==> config.mk <==
export PLATFORM = sky130hd
export DESIGN_NAME = ni_gen2
export DESIGN_NICKNAME = d
export VERILOG_FILES = /design/src/rtl/ni_pkg.sv /design/src/rtl/ni_fifo.sv /design/src/rtl/ni_gen2.sv
export SDC_FILE = /design/constraint.sdc
export NUM_CORES = 1
export LEC_CHECK = 0
export ABC_AREA = 1
export CORE_MARGIN = 3
export CORE_UTILIZATION = 61
export DETAILED_ROUTE_END_ITERATION = 8
export PLACE_DENSITY_LB_ADDON = 0.1
export SETUP_SLACK_MARGIN = 0.2
export SKIP_CTS_REPAIR_TIMING = 1
export SLEW_MARGIN = 20
export SYNTH_ARGS = -nofsm -noshare
export SYNTH_HDL_FRONTEND = slang
export SYNTH_SLANG_ARGS = --single-unit
export TNS_END_PERCENT = 10
==> constraint.sdc <==
create_clock -name clk -period 1.9 [get_ports clk]
set_input_delay 0.285 -clock clk [delete_from_list [all_inputs] [get_ports clk]]
set_output_delay 0.285 -clock clk [all_outputs]
set_load 0.05 [all_outputs]
==> src/rtl/ni_pkg.sv <==
// ni_pkg: shared types, default parameters and ID/address helpers for the
// ni_gen2 network interface.
package ni_pkg;

    // Default build parameters for ni_gen2.
    localparam int unsigned DEF_GPU_ID      = 27;
    localparam int unsigned DEF_NUM_GPUS    = 32;
    localparam int unsigned DEF_DATA_W      = 16;
    localparam int unsigned DEF_HDR_W       = 6;
    localparam int unsigned DEF_ADDR_OFFSET = 3;
    localparam int unsigned DEF_FIFO_DEPTH  = 8;
    localparam int unsigned STAT_W          = 16;

    // A flit as seen on either side: header in the top HDR_W bits, payload below.
    typedef struct packed {
        logic [DEF_HDR_W-1:0]            hdr;
        logic [DEF_DATA_W-DEF_HDR_W-1:0] payload;
    } flit_t;

    // GPU ID to routing address.
    function automatic int unsigned id_to_addr(input int unsigned id,
                                               input int unsigned offset);
        return id + offset;
    endfunction

    // Routing address back to GPU ID.
    function automatic int unsigned addr_to_id(input int unsigned addr,
                                               input int unsigned offset);
        return addr - offset;
    endfunction

    // A destination is legal when it names an existing endpoint (IDs start at 1).
    function automatic logic id_legal(input int unsigned id,
                                      input int unsigned num_gpus);
        return (id >= 1) && (id <= num_gpus);
    endfunction

endpackage

==> src/rtl/ni_fifo.sv <==
// ni_fifo: show-ahead synchronous FIFO. The head entry always drives dout;
// push is ignored when full and pop is ignored when empty.
module ni_fifo #(
    parameter int unsigned WIDTH = 16,
    parameter int unsigned DEPTH = 8
) (
    input  logic                       clk,
    input  logic                       reset_n,
    input  logic                       push,
    input  logic                       pop,
    input  logic [WIDTH-1:0]           din,
    output logic [WIDTH-1:0]           dout,
    output logic                       full,
    output logic                       empty,
    output logic [$clog2(DEPTH):0]     count
);

    localparam int unsigned PTR_W = $clog2(DEPTH);
    localparam int unsigned CNT_W = PTR_W + 1;

    logic [WIDTH-1:0] mem_q [DEPTH];
    logic [PTR_W-1:0] wr_ptr_q, wr_ptr_d;
    logic [PTR_W-1:0] rd_ptr_q, rd_ptr_d;
    logic [CNT_W-1:0] count_q, count_d;
    logic             do_push, do_pop;

    assign full    = (count_q == CNT_W'(DEPTH));
    assign empty   = (count_q == '0);
    assign count   = count_q;
    assign dout    = mem_q[rd_ptr_q];
    assign do_push = push && !full;
    assign do_pop  = pop && !empty;

    // Next pointer and occupancy values; pointers wrap at DEPTH by width.
    always_comb begin
        // NOTE: every output of a combinational block gets a default first, so no path leaves it unassigned and no latch is inferred.
        wr_ptr_d = wr_ptr_q;
        rd_ptr_d = rd_ptr_q;
        count_d  = count_q;
        if (do_push) wr_ptr_d = wr_ptr_q + PTR_W'(1);
        if (do_pop)  rd_ptr_d = rd_ptr_q + PTR_W'(1);
        if (do_push && !do_pop)      count_d = count_q + CNT_W'(1);
        else if (do_pop && !do_push) count_d = count_q - CNT_W'(1);
    end

    // Pointer and occupancy registers.
    always_ff @(posedge clk or negedge reset_n) begin
        // NOTE: state is updated with non-blocking assignments so every flop samples pre-edge values regardless of statement order.
        if (!reset_n) begin
            wr_ptr_q <= '0;
            rd_ptr_q <= '0;
            count_q  <= '0;
        end else begin
            wr_ptr_q <= wr_ptr_d;
            rd_ptr_q <= rd_ptr_d;
            count_q  <= count_d;
        end
    end

    // Storage array write port.
    always_ff @(posedge clk) begin
        // NOTE: the array has no reset; entries are only observable once written, and an unreset array maps onto plain RAM.
        if (do_push) mem_q[wr_ptr_q] <= din;
    end

endmodule

==> src/rtl/ni_gen2.sv <==
// ni_gen2: GPU network interface. Translates destination GPU IDs into routing
// addresses on the way out, checks and strips addresses on the way in, and
// buffers each direction in an ni_fifo. Malformed/misrouted flits are dropped.
// Build option: define NI_STATS_EN to enable the saturating drop counters.
module ni_gen2 import ni_pkg::*; #(
    parameter int unsigned GPU_ID      = DEF_GPU_ID,
    parameter int unsigned NUM_GPUS    = DEF_NUM_GPUS,
    parameter int unsigned DATA_W      = DEF_DATA_W,
    parameter int unsigned HDR_W       = DEF_HDR_W,
    parameter int unsigned ADDR_OFFSET = DEF_ADDR_OFFSET,
    parameter int unsigned FIFO_DEPTH  = DEF_FIFO_DEPTH
) (
    input  logic              clk,
    input  logic              reset_n,
    input  logic [DATA_W-1:0] gpu_data_in,
    input  logic              gpu_valid_in,
    output logic              gpu_ready_out,
    output logic [DATA_W-1:0] gpu_data_out,
    output logic              gpu_valid_out,
    input  logic              gpu_ready_in,
    output logic [DATA_W-1:0] router_data_out,
    output logic              router_valid_out,
    input  logic              router_ready_in,
    input  logic [DATA_W-1:0] router_data_in,
    input  logic              router_valid_in,
    output logic              router_ready_out,
    output logic [15:0]       bad_dest_cnt,
    output logic [15:0]       misroute_cnt
);

    localparam int unsigned PAY_W = DATA_W - HDR_W;
    localparam logic [HDR_W-1:0] MY_ADDR = HDR_W'(id_to_addr(GPU_ID, ADDR_OFFSET));

    logic [1:0] rst_sync_q;
    logic       rst_n_int;

    // Reset asserts immediately and is released two edges after reset_n rises.
    always_ff @(posedge clk or negedge reset_n) begin
        if (!reset_n) rst_sync_q <= '0;
        else          rst_sync_q <= {rst_sync_q[0], 1'b1};
    end
    assign rst_n_int = rst_sync_q[1];

    // GPU -> router: legal destinations are rewritten to routing addresses.
    logic [HDR_W-1:0]  gpu_dest;
    logic [PAY_W-1:0]  gpu_pay;
    logic              gpu_xfer, gpu_legal, g2r_push, g2r_pop, g2r_full, g2r_empty;
    logic [DATA_W-1:0] g2r_din;

    assign gpu_dest  = gpu_data_in[DATA_W-1 -: HDR_W];
    assign gpu_pay   = gpu_data_in[PAY_W-1:0];
    assign gpu_xfer  = gpu_valid_in && gpu_ready_out;
    assign gpu_legal = id_legal(32'(gpu_dest), NUM_GPUS);
    assign g2r_push  = gpu_xfer && gpu_legal;
    assign g2r_din   = {HDR_W'(id_to_addr(32'(gpu_dest), ADDR_OFFSET)), gpu_pay};
    assign gpu_ready_out    = !g2r_full;
    assign router_valid_out = !g2r_empty;
    assign g2r_pop          = router_valid_out && router_ready_in;

    ni_fifo #(.WIDTH(DATA_W), .DEPTH(FIFO_DEPTH)) u_g2r (
        .clk     (clk),
        .reset_n (rst_n_int),
        .push    (g2r_push),
        .pop     (g2r_pop),
        .din     (g2r_din),
        .dout    (router_data_out),
        .full    (g2r_full),
        .empty   (g2r_empty),
        .count   ()
    );

    // Router -> GPU: only flits addressed to this endpoint are kept.
    logic [HDR_W-1:0]  rtr_hdr;
    logic [PAY_W-1:0]  rtr_pay;
    logic              rtr_xfer, rtr_match, r2g_push, r2g_pop, r2g_full, r2g_empty;
    logic [DATA_W-1:0] r2g_din;

    assign rtr_hdr   = router_data_in[DATA_W-1 -: HDR_W];
    assign rtr_pay   = router_data_in[PAY_W-1:0];
    assign rtr_xfer  = router_valid_in && router_ready_out;
    assign rtr_match = (rtr_hdr == MY_ADDR);
    assign r2g_push  = rtr_xfer && rtr_match;
    assign r2g_din   = {HDR_W'(addr_to_id(32'(rtr_hdr), ADDR_OFFSET)), rtr_pay};
    assign router_ready_out = !r2g_full;
    assign gpu_valid_out    = !r2g_empty;
    assign r2g_pop          = gpu_valid_out && gpu_ready_in;

    ni_fifo #(.WIDTH(DATA_W), .DEPTH(FIFO_DEPTH)) u_r2g (
        .clk     (clk),
        .reset_n (rst_n_int),
        .push    (r2g_push),
        .pop     (r2g_pop),
        .din     (r2g_din),
        .dout    (gpu_data_out),
        .full    (r2g_full),
        .empty   (r2g_empty),
        .count   ()
    );

`ifdef NI_STATS_EN
    logic [STAT_W-1:0] bad_q, bad_d, mis_q, mis_d;

    // Saturating drop counters.
    always_comb begin
        bad_d = bad_q;
        mis_d = mis_q;
        if (gpu_xfer && !gpu_legal && (bad_q != '1)) bad_d = bad_q + STAT_W'(1);
        if (rtr_xfer && !rtr_match && (mis_q != '1)) mis_d = mis_q + STAT_W'(1);
    end

    // Counter registers.
    always_ff @(posedge clk or negedge rst_n_int) begin
        if (!rst_n_int) begin
            bad_q <= '0;
            mis_q <= '0;
        end else begin
            bad_q <= bad_d;
            mis_q <= mis_d;
        end
    end

    assign bad_dest_cnt = bad_q;
    assign misroute_cnt = mis_q;
`else
    assign bad_dest_cnt = '0;
    assign misroute_cnt = '0;
`endif

endmodule

After elaboration in Yosys (flattened, before gate mapping)
Memory sizes are Yosys's and may differ from the RTL's.
Cells that the tools add are included.
Storage, ports and cells
  memories kept: 2
  output and inout bits: 68
  word-level logic and storage cells: 59
  flip-flop bits (word level): 22
  memory bits (writable): 256
Memories
  u_g2r.mem_q: words 8, bits a word 16, read ports 1, clocked after Yosys merged registers in 0, write ports 1, line ni_fifo.sv:21  | logic [WIDTH-1:0] mem_q [DEPTH];
  u_r2g.mem_q: words 8, bits a word 16, read ports 1, clocked after Yosys merged registers in 0, write ports 1, line ni_fifo.sv:21
Operators by class
  eq/ne operators: 3
  add/sub/neg operators: 10
  mux-type cells: 8
  $lt $le $gt $ge: 2
  reduce and logical (&&, ||, !) cells: 27
Operators with widths (count)
  two-way mux 4 bit: 4
  logical AND 1 bit: 15
  adder 3 x 1 -> 3 bit, second input constant: 4
  adder 4 x 1 -> 4 bit, second input constant: 2
  == test 4 bit, second input constant: 2
  logical NOT 1 bit: 8
  logical NOT 4 bit: 2
  subtractor 4 x 1 -> 4 bit, second input constant: 2
  adder 6 x 2 -> 6 bit, second input constant: 1
  == test 6 x 5 -> 1 bit, second input constant: 1
  >= comparator 6 x 1 -> 1 bit, second input constant: 1
  less-or-equal comparator 6 bit, second input constant: 1
  subtractor 6 x 2 -> 6 bit, second input constant: 1
  two-way mux 1 bit: 4
  nonzero test 2 bit: 2

Logic depth before layout (Yosys ltp)
Gate-level depths: netlist of the first run.
  depth in word-level cells: 9
  gate-level depth with buffers: 19

Cells and area by module
Synthesis of the first run repeated with hierarchy kept, for this count alone.
Unflattened totals
  cells, all modules: 1233
  area, all modules: 12449.4 um^2
Modules (own cells, without submodules)
  ni_fifo at u_r2g: area each 6104.6 um^2, seq. area each 4093.9 um^2, cells each 633, instances 1
  ni_fifo at u_g2r: area each 5718.0 um^2, seq. area each 4093.9 um^2, cells each 504, instances 1
  ni_gen2: area each 626.9 um^2, seq. area each 50.0 um^2, cells each 96, instances 1

Least setup slack after synthesis of the first run
OpenSTA, ideal clock, no wires.
  kind: reg-to-reg
  from: reg u_r2g.count_q[0], in the netlist u_r2g.count[0]
  to: mem u_r2g.mem_q[1][0] (enable)
  library setup time: 409 ps
  arrival time: 2284 ps
  slack: -793 ps
  cell stages (with the launch flop): 5
  data required time: 1491 ps
  buffers on the path: 0
  cells stage by stage: dfrtp_1 > nor2_1 > nand3_1 > nand3_4 > nor3_1
Between the ends
  cells in the longest elaborated chain, start to end: 7
Ends and longest elaborated chain
  start: declaration: line ni_fifo.sv:24  | logic [CNT_W-1:0] count_q, count_d;
  start signal: assignment: line ni_fifo.sv:56  | count_q <= count_d;
  == test 4 bit (*): line ni_fifo.sv:27  | assign full = (count_q == CNT_W'(DEPTH));
  logical NOT 1 bit (*): line ni_gen2.sv:84  | assign router_ready_out = !r2g_full;
  net router_ready_out: line ni_gen2.sv:26  | output logic router_ready_out,
  logical AND 1 bit: line ni_gen2.sv:80  | assign rtr_xfer = router_valid_in && router_ready_out;
  logical AND 1 bit: line ni_gen2.sv:82  | assign r2g_push = rtr_xfer && rtr_match;
  logical AND 1 bit (*): line ni_fifo.sv:31  | assign do_push = push && !full;
  two-way mux 1 bit (*): line ni_fifo.sv:63  | if (do_push) mem_q[wr_ptr_q] <= din;
  two-way mux 1 bit (not written as such) (*): line ni_fifo.sv:63
  end: declaration: line ni_fifo.sv:21
The timed path passes the listed nets; every way through them passes the cells marked *.

Worst setup path in the final report of the first run
  from: reg u_g2r.rd_ptr_q[0]
  to: out router_data_out[13]
Between the ends
  cells in the longest elaborated chain, start to end: 1
Ends and longest elaborated chain
  start: declaration: line ni_fifo.sv:23  | logic [PTR_W-1:0] rd_ptr_q, rd_ptr_d;
  start signal: assignment: line ni_fifo.sv:55  | rd_ptr_q <= rd_ptr_d;
  memory (8 x 16 bit)
  end: declaration: line ni_gen2.sv:21  | output logic [DATA_W-1:0] router_data_out,
Every way passes these cells.

==> results.sh, run 1 <==
export IMPL_cp_num_buf_inv=3
export IMPL_fin_crit_ns=2.290
export IMPL_hold_ws_ns=0.2030
export IMPL_cts_tree="done"
export IMPL_synth_area_leaders="edfxtp_1, nor2_1, nand2_1, dfrtp_1, o21ai_1"
export IMPL_avgRoutedWirePerCell_um=18.28
export IMPL_crit_chain="buf_12, clkbuf_16, o21ai_1, o21ai_2, nand2_1, nand2_2, buf_12"
export IMPL_die_width_um=146.5
export IMPL_ant_nets=0
export IMPL_num_antenna_cells=0
export IMPL_slew_headroom_pct=49.46
export IMPL_yosys_top_cells_count="edfxtp_1, nor2_1, nand2_1"
export IMPL_peakVddDrop_mv=1.308
export IMPL_p_sw_mw=10.36
export IMPL_num_vias=8196
export IMPL_dieArea_um2=21470
export IMPL_cp_slowest_cell="dfrtp_2"
export IMPL_place_ws_ns=-0.6213
export IMPL_ys_flop_type="edfxtp_1"
export IMPL_synth_edf_count=256
export IMPL_cts_path_max_buffers=3
export IMPL_antenna_found_initial=0
export IMPL_top_usage_layer="met2"
export IMPL_start_util_pct=63.33
export IMPL_grt_pass1_vias=7698
export IMPL_critical_path_class="flip-flop to output port"
export IMPL_violations="setup timing"
export IMPL_port_buffers=73
export IMPL_die_y_um=146.5
export IMPL_drive_gt1_share_pct=23.86
export IMPL_path_max_fanout=8
export IMPL_p_per_area_nw_per_um2=1676
export IMPL_final_setup_viol_count=32
export IMPL_ys_ff_latch=278
export IMPL_tightest_slew_ns=0.7528
export IMPL_drt_iter0_drc=724
export IMPL_grt_use_met3_pct=3.290
export IMPL_stdcell_count=1492
export IMPL_nets=1268
export IMPL_syn_instance_count=1063
export IMPL_netlist_area_um2=12040
export IMPL_grt_util_all_layers_pct=22.63
export IMPL_fin_skew_ns=0.01288
export IMPL_routed_wl_um=27280
export IMPL_clkTransAtPathRegs_ns=0.06
export IMPL_viasPerCell=5.493
export IMPL_dp_hpwl_um=14940
export IMPL_num_rows=50
export IMPL_cp_common_cell="buf_12"
export IMPL_fillers=1025
export IMPL_leakagePower_nw=5.829
export IMPL_clkLatencyLatePin_ns=0.53
export IMPL_cp_arrival_ns=2.01
export IMPL_slowest_delay_ns=0.46
export IMPL_clock_sinks=278
export IMPL_pin_count=106
export IMPL_fin_ws_ns=-0.3902
export IMPL_combPwrFrac_pct=52.4
export IMPL_syn_to_final_growth_pct=28.76
export IMPL_dp_cells=1428
export IMPL_synth_top_area_share_pct=63.83
export IMPL_hp_class="flip-flop to asynchronous set/reset pin"
export IMPL_clock_power_share_pct=18.9
export IMPL_grt_overflow=0
export IMPL_numCtsBuffers=27
export IMPL_power_frac_seq_pct=28.7
export IMPL_yosys_area_top_type="edfxtp_1"
export IMPL_synthArstFlopShare_pct=7.914
export IMPL_setup_tns_ns=-9.591
export IMPL_met1_usage_pct=32.44
export IMPL_critPathLaunchType="flip-flop"
export IMPL_status="complete, but fails checks"
export IMPL_root_buffer="clkbuf_16"
export IMPL_dr_pass1_iters=7
export IMPL_maxCapViolations=0
export IMPL_ys_seq_area_share_pct=68.40
export IMPL_p_int_mw=15.64
export IMPL_fin_util_pct=81.54
export IMPL_switching_share_pct=39.85
export IMPL_timing_fmax_ghz=0.4366
export IMPL_worstPathRequired_ns=1.62
export IMPL_ys_warn_count=0
export IMPL_drv_slew=0
export IMPL_coreArea_um2=19020
export IMPL_syn_avg_cell_area_um2=11.33
export IMPL_grt_max_degree=45
export IMPL_use_met2_pct=36.58
export IMPL_grt_pass1_wl_um=39140
export IMPL_rsz0062_at_grt="true"
export IMPL_drc=0
export IMPL_period_share_pct=120.5
export IMPL_end_kind="output port"
export IMPL_hold_violations=0
export IMPL_yosysMostFrequentCell="edfxtp_1"
export IMPL_netlist_cell_type_count=29
export IMPL_gp_congestion=0.8130
export IMPL_path_delay_family="buffers and inverters"
export IMPL_cts_max_level=1
-- cells by family after synthesis --
kind of cell | after synthesis | share of synthesized area [%]
other cells | 2 | 0.06235
flops | 278 | 68.40
buf+inv | 113 | 6.150
fa+ha+maj | 17 | 1.891
xor+xnor | 17 | 1.236
compound gates | 167 | 6.992
simple gates | 469 | 15.27
-- state kept, by name (all words and copies together) (netlist names) --
| signal | flops |
|---|---|
| u_g2r.wr_ptr_q | 3 |
| u_g2r.rd_ptr_q | 3 |
| u_g2r.count | 4 |
| u_r2g.rd_ptr_q | 3 |
| u_g2r.mem_q | 128 |
| rst_sync_q | 2 |
| u_r2g.wr_ptr_q | 3 |
| u_r2g.count | 4 |
| u_r2g.mem_q | 128 |
-- per-layer routing --
layer	up-vias	part of all wire (%)
li1	3850	-
met1	3925	40
met2	370	49
met3	51	7.7
met4	0	2.5
met5	-	0
-- cell usage in the layout, fill, tap and decap left out, types with 3 or more instances in the layout --
cell             synthesis  routed
edfxtp_1               256     256
nor2_1                 247     205
nand2_1                188     160
o21ai_1                 98      98
buf_12                   0      55
buf_4                   39      50
o21ai_0                 65      46
clkbuf_16                0      35
clkdlybuf4s50_1          0      34
conb_1                   2      33
nand2_2                  0      27
nor2_2                   5      26
nor2_4                   0      21
o21ai_2                  0      19
dfrtp_1                 22      19
inv_1                   26      17
clkbuf_1                 5      15
buf_6                   20      15
nand3_1                 16      13
xnor2_1                  9       8
xor2_1                   8       8
ha_1                    15       8
inv_2                    5       6
clkinv_1                 2       5
ha_4                     0       5
inv_4                    0       3
nand3_4                  1       3
clkinvlp_4               0       3
nand4_1                  3       3
dlymetal6s2s_1           0       3
buf_8                    0       3
dfrtp_2                  0       3
-- final cells by class --
class | count | area [µm²] | area share [%]
Clock inverter | 5 | 50.05 | 0.3227
Tap cell | 260 | 325.3 | 2.098
Timing Repair Buffer | 169 | 2278 | 14.69
Inverter | 33 | 173.9 | 1.122
Timing Repair inverter | 1 | 11.26 | 0.07262
Clock buffer | 43 | 745.7 | 4.809
Sequential cell | 278 | 8242 | 53.15
Multi-Input combinational cell | 703 | 3681 | 23.74
-- power by group through the flow --
stage	sequential (mW)	clock (mW)	combinational, mW
after detailed placement	7.52	0	11.8
after global placement	7.50	0	11.7
after global routing	7.49	5.24	14.5
final	7.46	4.92	13.6
after CTS	7.40	4.94	11.9
after floorplan	7.48	0	7.40
-- per-stage QoR --
stage,power [mW],instance area (µm²)
after CTS,24.26,14740
after global routing,27.24,15510
after global placement,19.19,13940
after detailed placement,19.36,13940
after floorplan,14.88,12360
final,26.00,15510
-- path summary, 6_finish.rpt --
kind                                  endpoint          startpoint  depth (start not counted)  slack [ns]
max                        router_data_out[13]   u_g2r.rd_ptr_q[0]                          7       -0.39
min                          u_g2r.wr_ptr_q[2]       rst_sync_q[1]                          1        0.20
max reg2reg                     u_g2r.count[3]      u_g2r.count[3]                         13        0.04
min reg2reg                  u_g2r.wr_ptr_q[2]       rst_sync_q[1]                          1        0.20
max in group asynchronous        rst_sync_q[0]             reset_n                          2        1.32
min in group clk            u_r2g.mem_q[6][10]  router_data_in[10]                          3        0.25
(Power assumes the default switching activity.)
==> run 2: changes to the inputs <==
--- a/config.mk
+++ b/config.mk
@@ -8,8 +8,10 @@
 export ABC_AREA = 1
 export CORE_MARGIN = 3
 export CORE_UTILIZATION = 61
+export CTS_CLUSTER_SIZE = 8
 export DETAILED_ROUTE_END_ITERATION = 8
-export PLACE_DENSITY_LB_ADDON = 0.1
+export GPL_TIMING_DRIVEN = 0
+export PLACE_DENSITY = 0.86
 export SETUP_SLACK_MARGIN = 0.2
 export SKIP_CTS_REPAIR_TIMING = 1
 export SLEW_MARGIN = 20
==> run 2 against run 1 <==
Against the previous run: the run still ends with setup timing left; cell count rose by 0.94%; die area did not move; critical path depth increased by 2; fmax shrank 8.0%; combinational power shrank 7%; global-route usage up 3.9 points; sequential power is 1% higher; clock skew is 0.0065 ns higher; utilization down 1.4 points; non-clock buffer count rose by 3.
==> results.sh, run 2 (synthesized netlist as in run 1, its figures left out) <==
export IMPL_status="complete, but fails checks"
export IMPL_violations="setup timing"
export IMPL_drt_iter0_drc=1172
export IMPL_post_dp_cell_area_um2=13420
export IMPL_postLayoutCellArea_um2=15240
export IMPL_avgRoutedWirePerCell_um=21.42
export IMPL_r2r_cells=14
export IMPL_crit_chain="buf_12, buf_12, nor2_2, nor2_1, o21ai_1, nand2_1, nand2_2, nand2_2, buf_8"
export IMPL_root_buffer="clkbuf_16"
export IMPL_hold_ws_ns=0.2277
export IMPL_path_delay_family="simple AND/OR/NAND/NOR gates"
export IMPL_period_share_pct=131.0
export IMPL_holdPathStages=2
export IMPL_grt_util_all_layers_pct=26.50
export IMPL_drive_gt1_share_pct=23.03
export IMPL_multiInputGateArea_um2=3602
export IMPL_syn_to_final_growth_pct=26.53
export IMPL_die_y_um=146.5
export IMPL_drc=0
export IMPL_worstPathRequired_ns=1.62
export IMPL_fin_crit_ns=2.490
export IMPL_ant_nets=0
export IMPL_routed_wl_um=32250
export IMPL_reg_top3="u_g2r.mem_q: 128 flops, u_r2g.mem_q: 128 flops"
export IMPL_critPathLaunchType="flip-flop"
export IMPL_grt_pass1_wl_um=44680
export IMPL_cts_max_level=2
export IMPL_hp_start="router_data_in[10]"
export IMPL_num_vias=8904
export IMPL_drv_slew=0
export IMPL_dp_hpwl_um=17350
export IMPL_peakVddDrop_mv=1.554
export IMPL_end_kind="output port"
export IMPL_timing_fmax_ghz=0.4017
export IMPL_critical_path_class="flip-flop to output port"
export IMPL_cp_slowest_cell="dfrtp_2"
export IMPL_slowest_delay_ns=0.48
export IMPL_fillers=957
export IMPL_dieArea_um2=21470
export IMPL_cts_path_max_buffers=3
export IMPL_final_common_cell="edfxtp_1"
export IMPL_final_cell_mix="edfxtp_1, nor2_1, nand2_1"
export IMPL_numCtsBuffers=40
export IMPL_reg2reg_setup_slack_ns=-0.35
export IMPL_crit_path_start="u_g2r.rd_ptr_q[0]"
export IMPL_hp_class="primary input to flip-flop"
export IMPL_rsz0062_at_grt="true"
export IMPL_cts_tree="done"
export IMPL_seqCellArea_um2=8249
export IMPL_final_setup_viol_count=267
export IMPL_antenna_found_initial=1
export IMPL_cp_num_buf_inv=3
export IMPL_tightest_slew_ns=1.029
export IMPL_rr_startpoint="u_g2r.count[3]"
export IMPL_start_util_pct=63.33
export IMPL_maxCapViolations=0
export IMPL_nets=1283
export IMPL_p_total_mw=26.69
export IMPL_clkLatencyLatePin_ns=0.53
export IMPL_leakagePower_nw=5.817
export IMPL_setup_tns_ns=-35.08
export IMPL_viasPerCell=5.912
export IMPL_num_rows=50
export IMPL_pin_count=106
export IMPL_grt_pass1_vias=8648
export IMPL_dp_cells=1427
export IMPL_cp_arrival_ns=2.20
export IMPL_cp_depth=9
export IMPL_stdcell_count=1506
export IMPL_path_max_fanout=10
export IMPL_dr_pass1_iters=6
export IMPL_port_buffers=73
export IMPL_hold_violations=0
export IMPL_clkTransAtPathRegs_ns=0.05
export IMPL_grt_overflow=0
export IMPL_clock_sinks=278
export IMPL_coreArea_um2=19020
export IMPL_slew_headroom_pct=30.93
export IMPL_gp_congestion=0.8039
export IMPL_p_per_area_nw_per_um2=1751
export IMPL_fin_skew_ns=0.01934
export IMPL_die_width_um=146.5
export IMPL_num_antenna_cells=0
export IMPL_grt_max_degree=21
export IMPL_fin_ws_ns=-0.5895
-- run 2: final timing paths --
check                                endpoint
setup / recovery           router_data_out[1]
hold / removal             u_r2g.mem_q[7][10]
setup reg to reg               u_g2r.count[3]
hold reg to reg             u_r2g.wr_ptr_q[2]
max in group asynchronous   u_g2r.rd_ptr_q[1]
min in group asynchronous   u_r2g.wr_ptr_q[2]
-- run 2: cell type report --
class | instances | share of cell area, %
repair buffers | 92 | 6.626
well taps | 260 | 2.135
clock inverters | 3 | 0.2956
multi-input cells | 703 | 23.64
inverters | 33 | 0.9852
plain buffers | 80 | 5.205
clock buffers | 57 | 6.987
flip-flops and latches | 278 | 54.13
-- run 2: power breakdown --
| group | switching (mW) | internal, mW |
|---|---|---|
| clock | 2.54 | 3.86 |
| sequential | 0.384 | 7.15 |
| combinational | 8.20 | 4.55 |
-- run 2: through the flow --
stage,util [%],worst slack [ns]
CTS,76.42,-1.127
global placement,70.52,-1.164
detailed placement,70.59,-1.146
global route,80.13,-0.5965
floorplan,-,-0.1578
finish,80.13,-0.5895
-- run 2: layer usage --
metal / up-vias / global-route usage [%] / part of all wire [%]
met2: 681 / 45.03 / 50
met3: 128 / 4.904 / 11
li1: 3891 / - / -
met5: - / 0 / 0.040
met1: 4202 / 33.16 / 35
met4: 2 / 12.56 / 4.3
==> run 3: changes to the inputs <==
--- a/config.mk
+++ b/config.mk
@@ -10,7 +10,6 @@
 export CORE_UTILIZATION = 61
 export CTS_CLUSTER_SIZE = 8
 export DETAILED_ROUTE_END_ITERATION = 8
-export GPL_TIMING_DRIVEN = 0
 export PLACE_DENSITY = 0.86
 export SETUP_SLACK_MARGIN = 0.2
 export SKIP_CTS_REPAIR_TIMING = 1
==> run 3 against run 2 <==
Against the previous run: highest routed layer is now met4; flip-flop and latch count did not move; clock skew up 0.024 ns; largest cell class unchanged; sequential power barely moved; utilization up 1.8 points; final area grew 2.2%; combinational power up 9%; fmax decreased by 1.8%; clock-buffer cell count stayed put; register-to-register slack improved by 0.39 ns; wire length up 9.5%; die area unchanged; the run still ends with setup timing left; non-clock buffer count shrank 15.
==> results.sh, run 3 (synthesized netlist as in run 1, its figures left out) <==
export IMPL_avgRoutedWirePerCell_um=23.68
export IMPL_drt_iter0_drc=1312
export IMPL_dp_cells=1422
export IMPL_ant_nets=0
export IMPL_grt_pass1_vias=8958
export IMPL_p_total_mw=27.81
export IMPL_antenna_found_initial=0
export IMPL_final_cell_mix="edfxtp_1, nor2_1, nand2_1"
export IMPL_tightest_slew_ns=0.7796
export IMPL_fin_crit_ns=2.535
export IMPL_cts_tree="done"
export IMPL_final_setup_viol_count=32
export IMPL_grt_max_degree=46
export IMPL_die_width_um=146.5
export IMPL_coreArea_um2=19020
export IMPL_dieArea_um2=21470
export IMPL_seqCellArea_um2=8244
export IMPL_clock_power_share_pct=23.3
export IMPL_p_int_mw=16.40
export IMPL_numCtsBuffers=40
export IMPL_maxCapViolations=0
export IMPL_end_kind="output port"
export IMPL_p_sw_mw=11.40
export IMPL_period_share_pct=133.4
export IMPL_dp_hpwl_um=16780
export IMPL_critPathLaunchType="flip-flop"
export IMPL_port_buffers=73
export IMPL_nets=1268
export IMPL_stdcell_count=1491
export IMPL_top_layer="met4"
export IMPL_start_util_pct=63.33
export IMPL_fillers=831
export IMPL_hold_violations=0
export IMPL_slew_headroom_pct=47.65
export IMPL_clock_sinks=278
export IMPL_reg_top3="u_g2r.mem_q: 128 flops, u_r2g.mem_q: 128 flops"
export IMPL_routed_wl_um=35300
export IMPL_clkTransAtPathRegs_ns=0.06
export IMPL_rsz0062_at_grt="true"
export IMPL_multiInputGateArea_um2=3616
export IMPL_switching_share_pct=41.01
export IMPL_die_y_um=146.5
export IMPL_timing_fmax_ghz=0.3945
export IMPL_leakagePower_nw=5.860
export IMPL_status="complete, but fails checks"
export IMPL_fin_skew_ns=0.04290
export IMPL_p_per_area_nw_per_um2=1786
export IMPL_pin_count=106
export IMPL_syn_to_final_growth_pct=29.31
export IMPL_worstPathRequired_ns=1.62
export IMPL_drc=0
export IMPL_gp_congestion=0.8035
export IMPL_dr_pass1_iters=6
export IMPL_power_frac_seq_pct=27.1
export IMPL_drive_gt1_share_pct=22.91
export IMPL_clkLatencyLatePin_ns=0.54
export IMPL_grt_overflow=0
export IMPL_num_vias=9379
export IMPL_viasPerCell=6.290
export IMPL_combPwrFrac_pct=49.6
export IMPL_met3_wirelength_um=3725
export IMPL_violations="setup timing"
export IMPL_num_rows=50
export IMPL_num_antenna_cells=0
export IMPL_grt_util_all_layers_pct=28.00
export IMPL_wl_met1_um=11690
export IMPL_hp_class="flip-flop to asynchronous set/reset pin"
export IMPL_critical_path_class="flip-flop to output port"
export IMPL_final_common_cell="edfxtp_1"
export IMPL_cp_arrival_ns=2.25
export IMPL_peakVddDrop_mv=1.649
export IMPL_cts_max_level=2
export IMPL_grt_pass1_wl_um=47240
export IMPL_fin_ws_ns=-0.6346
export IMPL_drv_slew=0
export IMPL_path_max_fanout=6
export IMPL_cts_path_max_buffers=3
export IMPL_root_buffer="clkbuf_16"
export IMPL_dr_wl_met2_um=18140
==> run 3: cell count changes in the layout (fill, tap and decap cells not counted), sizes merged, moves of 2 or more <==
| cell | delta |
|---|---|
| clkbuf | -4 |
| buf | -11 |
| clkinvlp | -2 |
| clkinv | +3 |
==> run 3: layer usage <==
layer	global-route usage [%]	up-vias
met5	0	-
met4	12.61	0
met3	4.842	177
met1	34.94	4442
li1	-	3861
met2	48.30	899
==> run 3: through the flow <==
stage | setup TNS (ns) | hold slack (ns) | worst slack, ns | utilization (%) | cell area (µm²)
5_1_grt | -14.97 | 0.2125 | -0.6481 | 81.89 | 15570
4_1_cts | -11.66 | -0.05817 | -0.4880 | 79.11 | 15040
3_3_place_gp | -77.01 | 0.2140 | -0.5730 | 73.20 | 13920
3_5_place_dp | -91.21 | 0.2240 | -0.6180 | 73.20 | 13920
6_report | -12.79 | 0.1745 | -0.6346 | 81.89 | 15570
2_1_floorplan | -2.258 | -0.01059 | -0.1578 | - | 12360
==> run 3: worst paths after layout <==
check / startpoint / endpoint / slack (ns) / cells after the start
max: u_g2r.rd_ptr_q[0] / router_data_out[13] / -0.63 / 9
min: rst_sync_q[1] / u_g2r.rd_ptr_q[0] / 0.17 / 1
max reg2reg: u_g2r.count[1] / u_g2r.count[3] / 0.04 / 12
min reg2reg: rst_sync_q[1] / u_g2r.rd_ptr_q[0] / 0.17 / 1
max in group asynchronous: reset_n / rst_sync_q[1] / 1.29 / 2
min in group clk: router_data_in[10] / u_r2g.mem_q[5][10] / 0.26 / 3
==> run 3: power groups by stage <==
stage                     registers (mW)  clock network [mW]  logic [mW]
after detailed placement            7.55                   0        11.9
final                               7.53                6.48        13.8
after floorplan                     7.48                   0        7.40
after global routing                7.56                6.72        14.5
after global placement              7.53                   0        11.5
after CTS                           7.46                6.41        12.2
==> run 3: cell type report <==
class                           instances  area share (%)
Inverter                               33          0.9480
Clock buffer                           57           6.837
Multi-Input combinational cell        703           23.22
Sequential cell                       278           52.94
Timing Repair Buffer                  157           13.59
Tap cell                              260           2.089
Clock inverter                          3          0.3776
==> run 3: critical path: stages, from the launching register on <==
cell and delay, ns:
dfrtp_2 0.45, buf_12 0.17, clkbuf_16 0.16, nor2_1 0.17, nor2_1 0.09, o21ai_0 0.15, nand2_1 0.14, nand2_2 0.10
nand2_2 0.10, buf_12 0.16
